$ cat src/rtl/decode_regfile_sb.sv
// Decode-stage register file: icode-driven source decode, two bypassed read
// ports, two writeback ports and a per-register outstanding-write scoreboard.
module decode_regfile_sb #(
    parameter int                DATA_W   = 64,
    parameter int                NREG     = 15,
    parameter logic [DATA_W-1:0] RSP_INIT = '0,
    parameter int                CNT_W    = 2
) (
    input  logic              clk_i,
    input  logic              rst_i,
    input  logic [3:0]        icode_i,
    input  logic [3:0]        rA_i,
    input  logic [3:0]        rB_i,
    input  logic              issue_i,
    input  logic [3:0]        issue_dstE_i,
    input  logic [3:0]        issue_dstM_i,
    input  logic              wE_en_i,
    input  logic              wM_en_i,
    input  logic [3:0]        wE_dst_i,
    input  logic [3:0]        wM_dst_i,
    input  logic [DATA_W-1:0] wE_data_i,
    input  logic [DATA_W-1:0] wM_data_i,
    output logic [3:0]        srcA_o,
    output logic [3:0]        srcB_o,
    output logic [DATA_W-1:0] valA_o,
    output logic [DATA_W-1:0] valB_o,
    output logic              stall_o
);

    localparam logic [3:0] RNONE = 4'hF;
    localparam logic [3:0] RSP   = 4'd4;
    // Wide enough to hold cnt + 2 increments without wrapping.
    localparam int         SW    = CNT_W + 2;
    localparam logic [SW-1:0] CMAX = SW'((1 << CNT_W) - 1);

    logic [DATA_W-1:0] regs_q [NREG];
    logic [DATA_W-1:0] regs_d [NREG];
    logic [CNT_W-1:0]  cnt_q  [NREG];
    logic [CNT_W-1:0]  cnt_d  [NREG];
    logic [SW-1:0]     dec_n  [NREG];
    logic [SW-1:0]     inc_n  [NREG];
    logic [SW-1:0]     sum_n  [NREG];
    logic [NREG-1:0]   hit_e;
    logic [NREG-1:0]   hit_m;
    logic [NREG-1:0]   busy;
    logic [NREG-1:0]   ovf;
    logic [3:0]        src_a;
    logic [3:0]        src_b;
    logic              stall;

    function automatic logic id_ok(input logic [3:0] id);
        return (id != RNONE) && (int'(id) < NREG);
    endfunction

    always_comb begin
        src_a = RNONE;
        src_b = RNONE;
        case (icode_i)
            4'h2, 4'h4, 4'h6, 4'hA: src_a = rA_i;
            4'h9, 4'hB:             src_a = RSP;
            default:                src_a = RNONE;
        endcase
        case (icode_i)
            4'h4, 4'h5, 4'h6:       src_b = rB_i;
            4'h8, 4'h9, 4'hA, 4'hB: src_b = RSP;
            default:                src_b = RNONE;
        endcase
    end

    // Per-register writeback hits, pending issue increments and stall terms.
    always_comb begin
        for (int i = 0; i < NREG; i++) begin
            hit_e[i] = wE_en_i && (wE_dst_i == 4'(i));
            hit_m[i] = wM_en_i && (wM_dst_i == 4'(i));
            dec_n[i] = SW'(hit_e[i]) + SW'(hit_m[i]);
            inc_n[i] = SW'(issue_dstE_i == 4'(i)) + SW'(issue_dstM_i == 4'(i));
            busy[i]  = SW'(cnt_q[i]) > dec_n[i];
            ovf[i]   = (inc_n[i] != '0) && ((SW'(cnt_q[i]) + inc_n[i]) > (dec_n[i] + CMAX));
        end
    end

    always_comb begin
        stall = 1'b0;
        if (!rst_i) begin
            stall = (id_ok(src_a) && busy[src_a])
                 || (id_ok(src_b) && busy[src_b])
                 || (|ovf);
        end
    end

    always_comb begin
        valA_o = '0;
        valB_o = '0;
        if (!rst_i && id_ok(src_a)) begin
            if (hit_m[src_a])      valA_o = wM_data_i;
            else if (hit_e[src_a]) valA_o = wE_data_i;
            else                   valA_o = regs_q[src_a];
        end
        if (!rst_i && id_ok(src_b)) begin
            if (hit_m[src_b])      valB_o = wM_data_i;
            else if (hit_e[src_b]) valB_o = wE_data_i;
            else                   valB_o = regs_q[src_b];
        end
    end

    // Increments and decrements net out in one update, clamped at zero.
    always_comb begin
        for (int i = 0; i < NREG; i++) begin
            sum_n[i]  = SW'(cnt_q[i]) + ((issue_i && !stall) ? inc_n[i] : '0);
            cnt_d[i]  = (sum_n[i] > dec_n[i]) ? CNT_W'(sum_n[i] - dec_n[i]) : '0;
            regs_d[i] = hit_m[i] ? wM_data_i : (hit_e[i] ? wE_data_i : regs_q[i]);
        end
    end

    always_ff @(posedge clk_i) begin
        for (int i = 0; i < NREG; i++) begin
            if (rst_i) begin
                regs_q[i] <= (i == int'(RSP)) ? RSP_INIT : '0;
                cnt_q[i]  <= '0;
            end else begin
                regs_q[i] <= regs_d[i];
                cnt_q[i]  <= cnt_d[i];
            end
        end
    end

    assign srcA_o  = src_a;
    assign srcB_o  = src_b;
    assign stall_o = stall;

endmodule

$ cat config.mk
export PLATFORM = sky130hd
export DESIGN_NAME = decode_regfile_sb
export DESIGN_NICKNAME = d
export VERILOG_FILES = /design/src/rtl/decode_regfile_sb.sv
export SDC_FILE = /design/constraint.sdc
export NUM_CORES = 2
export LEC_CHECK = 0
export ABC_AREA = 1
export ABC_CLOCK_PERIOD_IN_PS = 5900
export BUFFER_PORTS_ARGS = -buffer_cell sky130_fd_sc_hd__buf_2
export CORE_ASPECT_RATIO = 0.6
export CORE_MARGIN = 2
export CORE_UTILIZATION = 30
export DETAILED_ROUTE_END_ITERATION = 16
export PLACE_DENSITY_LB_ADDON = 0.15
export SKIP_LAST_GASP = 1
export SLEW_MARGIN = 20
export SYNTH_ARGS = -nofsm -noshare
export SYNTH_HDL_FRONTEND = slang
export SYNTH_SLANG_ARGS = --single-unit
$ cat constraint.sdc
create_clock -name clk_i -period 5.9 [get_ports clk_i]
set_input_delay 0.295 -clock clk_i [delete_from_list [all_inputs] [get_ports clk_i]]
set_output_delay 0.295 -clock clk_i [all_outputs]
set_load 0.005 [all_outputs]
==> impl_metrics.tcl <==
set metrics [dict create \
    synth_cell_types 37 \
    start_util_pct 30.14 \
    die_x_um 640.9 \
    maxCapViolCount 0 \
    layout_min_cycle_time_ps 5116 \
    max-slew-margin-rel_pct 20.44 \
    netlist_area_mm2 0.07301 \
    worst_hold_path_type "input pin to register" \
    ctsResizeCount 0 \
    grt_max_degree 157 \
    drt_wl_total_um 419900 \
    post-route-period-util_pct 86.71 \
    max_stage_delay_ps 510 \
    dr.pass1.iters 7 \
    critical_path_class "input pin to register" \
    worst_pin_slew_ps 1193 \
    cp-end-kind "register" \
    vias 77280 \
    grt_pass1_vias 70730 \
    finalSetupViolCount 0 \
    critical_path.top_delay_family "adder cells" \
    htree_levels 3 \
    yosys_most_used_dff "edfxtp_1" \
    synth-seq-cells 990 \
    die_h_um 386.1 \
    hold_viol 0 \
    powerDensity_mw_per_mm2 258.5 \
    insertion_delay_ps 780 \
    synthTopCellsByArea "edfxtp_1, nand3_1, nand2_1" \
    p_clk_share_pct 34.4 \
    cp_common_cell "inv_1" \
    clock_path_buffers 3 \
    cts.sinks 990 \
    crit_buf_inv 9 \
    leakage_uw 0.03175 \
    gp_congestion 1.130 \
    crit_path_start_kind "input pin" \
    grt_usage_pct 32.83 \
    syn_nets 10290 \
    rsz0062_at_grt "no" \
    seq_area_frac_synth_pct 40.31 \
    drc 0 \
    syn_area_per_cell_um2 7.386 \
    dp.final_hpwl_um 237000 \
    syn-instance-count 9884 \
    finalNetCount 9841 \
    antenna_found_initial 73 \
    fin_ws_ps 784.1 \
    vias_per_cell 6.014 \
    fin_skew_ps 38.54 \
    p_comb_share_pct 24.8 \
    synth_edf_count 960 \
    grt_pass1_wl_um 577400 \
    drv_slew 0 \
    n_fill_cell 25250 \
    row_count 140 \
    ant_nets 0 \
    status "complete, no violations" \
    numCtsBuffers 111 \
    root_buffer "clkbuf_16" \
    fin_setup_tns_ps 0 \
    wl_per_cell_um 32.67 \
    numPortBuffers 297 \
    synthArstFlopShare_pct 0 \
    die-area_mm2 0.2474 \
    fmax_mhz 195.5 \
    io_pins 298 \
    dpl_worst_slack_ps 170.9 \
    cts_setup_buffers 0 \
    cp_data_arrival_time_ps 5800 \
    cpMaxStageDelayCell "fa_1" \
    cp_max_fo 15 \
    cp.required_ps 6580 \
    area_delta_synth_final_pct 9.882 \
    power_switching_share_pct 36.15 \
    cts-hold-fix-buffers 1 \
    p_seq_share_pct 40.8 \
    grt_overflow 0 \
    cts_tree "built" \
    drtIter0Drc 12590 \
    netlist.area_leader.share_pct 39.49 \
    drive_above_1_share_pct 7.796 \
    clkTransAtPathRegs_ps 70 \
    ys_warn_count 0 \
    coreArea_mm2 0.2423 \
    synth_top_area_cell "edfxtp_1" \
    p_int_uw 13240 \
    peakVddDrop_mv 0.2493 \
    p_switching_uw 7497 \
]
==> cell type report <==
type                    instances  area [um2]  area share (%)
multi-input cells            7272       37390           46.61
flip-flops and latches        990       29430           36.68
well taps                    3266        4086           5.094
repair buffers                487        3518           4.386
clock buffers                 143        2940           3.665
inverters                     578        2228           2.778
clock inverters                60       486.7          0.6067
diodes                         55       137.6          0.1716
==> cells in the final DEF, fill, tap and decap left out, types with 26 or more instances in the layout <==
master	count
nand3_1	1866
ha_1	210
nand2_4	26
clkbuf_1	30
buf_2	297
dfxtp_1	30
inv_1	563
o21bai_1	127
buf_4	142
diode_2	55
o21ai_0	170
nand2_1	2171
clkbuf_16	113
a21oi_1	250
nor2_1	1345
buf_12	45
a211oi_1	962
edfxtp_1	960
fa_1	30
==> registers in the layout, summed over array words and instances (netlist names) <==
signal,cells
cnt_q,30
regs_q,960
==> worst register-to-register path: cells and delay by family (launching register included) <==
| family | cells | cell delay, ps |
|---|---|---|
| compound gates | 4 | 450 |
| flops | 1 | 400 |
| buf+inv | 6 | 460 |
| simple gates | 12 | 1710 |
| fa+ha+maj | 6 | 1920 |
==> cells by family (layout without fill, tap and decap cells) <==
logic type | after synthesis | in the layout | synth area share (%)
and+or+nand+nor | 5493 | 5493 | 31.76
buffers and inverters | 1622 | 1268 | 9.088
AOI/OAI and AO/OA | 1539 | 1539 | 14.43
DFF | 990 | 990 | 40.31
adders and majority gates | 240 | 240 | 4.422
other | 0 | 55 | 0
==> power by group through the flow <==
stage	combinational (uW)	clock, uW	sequential [uW]
after global routing	5350	7390	8510
after global placement	4920	0	8590
after detailed placement	4930	0	8590
final	5140	7140	8460
after CTS	4940	7150	8450
after floorplan	2690	0	8540
==> layer usage <==
layer / vias to the layer above / wire length, um / GRT usage [%] / part of all wire (%)
li1: 33170 / - / - / -
met5: - / 586 / 1.234 / 0.14
met1: 37270 / 177500 / 46.20 / 42
met3: 974 / 56060 / 10.31 / 13
met4: 30 / 19830 / 14.23 / 4.7
met2: 5840 / 165900 / 45.60 / 40
==> worst paths after layout <==
path	start	end	slack (ps)	cells past startpoint
worst max register to register	cnt_q[0][8]	cnt_q[0][13]	900	28
worst min-delay path	wM_data_i[49]	regs_q[3][49]	100	3
worst min register to register	cnt_q[1][6]	cnt_q[1][6]	900	4
worst max-delay path	issue_dstM_i[0]	cnt_q[0][13]	780	34
==> cells in the mapped netlist, types with 4 or more instances <==
cell type and instances:
nand2_2 7, a31o_2 10, ha_1 210, buf_2 222
nand3_1 1873, nor2_1 1347, inv_2 9, inv_1 567
o21ai_1 4, o21bai_1 127, or2_2 17, o21ai_0 170
buf_6 10, nor2_2 13, edfxtp_1 960, nand2_4 4
clkbuf_1 610, nand2_1 2196, buf_1 151, buf_4 51
dfxtp_1 30, o211ai_1 11, a211oi_1 962, nand3b_1 12
fa_1 30, a21oi_1 250, nor3_1 17
==> stage by stage <==
step                instance area, um2  instances  total power [uW]  hold WS [ps]  util [%]
CTS                              80070      12800             20540         68.02     33.05
global route                     80130      12810             21240         107.8     33.08
global placement                 76570      12590             13500         753.6     31.61
floorplan                        73010       9884             11240         590.1         -
finish                           80220      12850             20740         98.25     33.11
detailed placement               76640      12590             13520         745.8     31.63
Power figures use the tool's default switching activity.
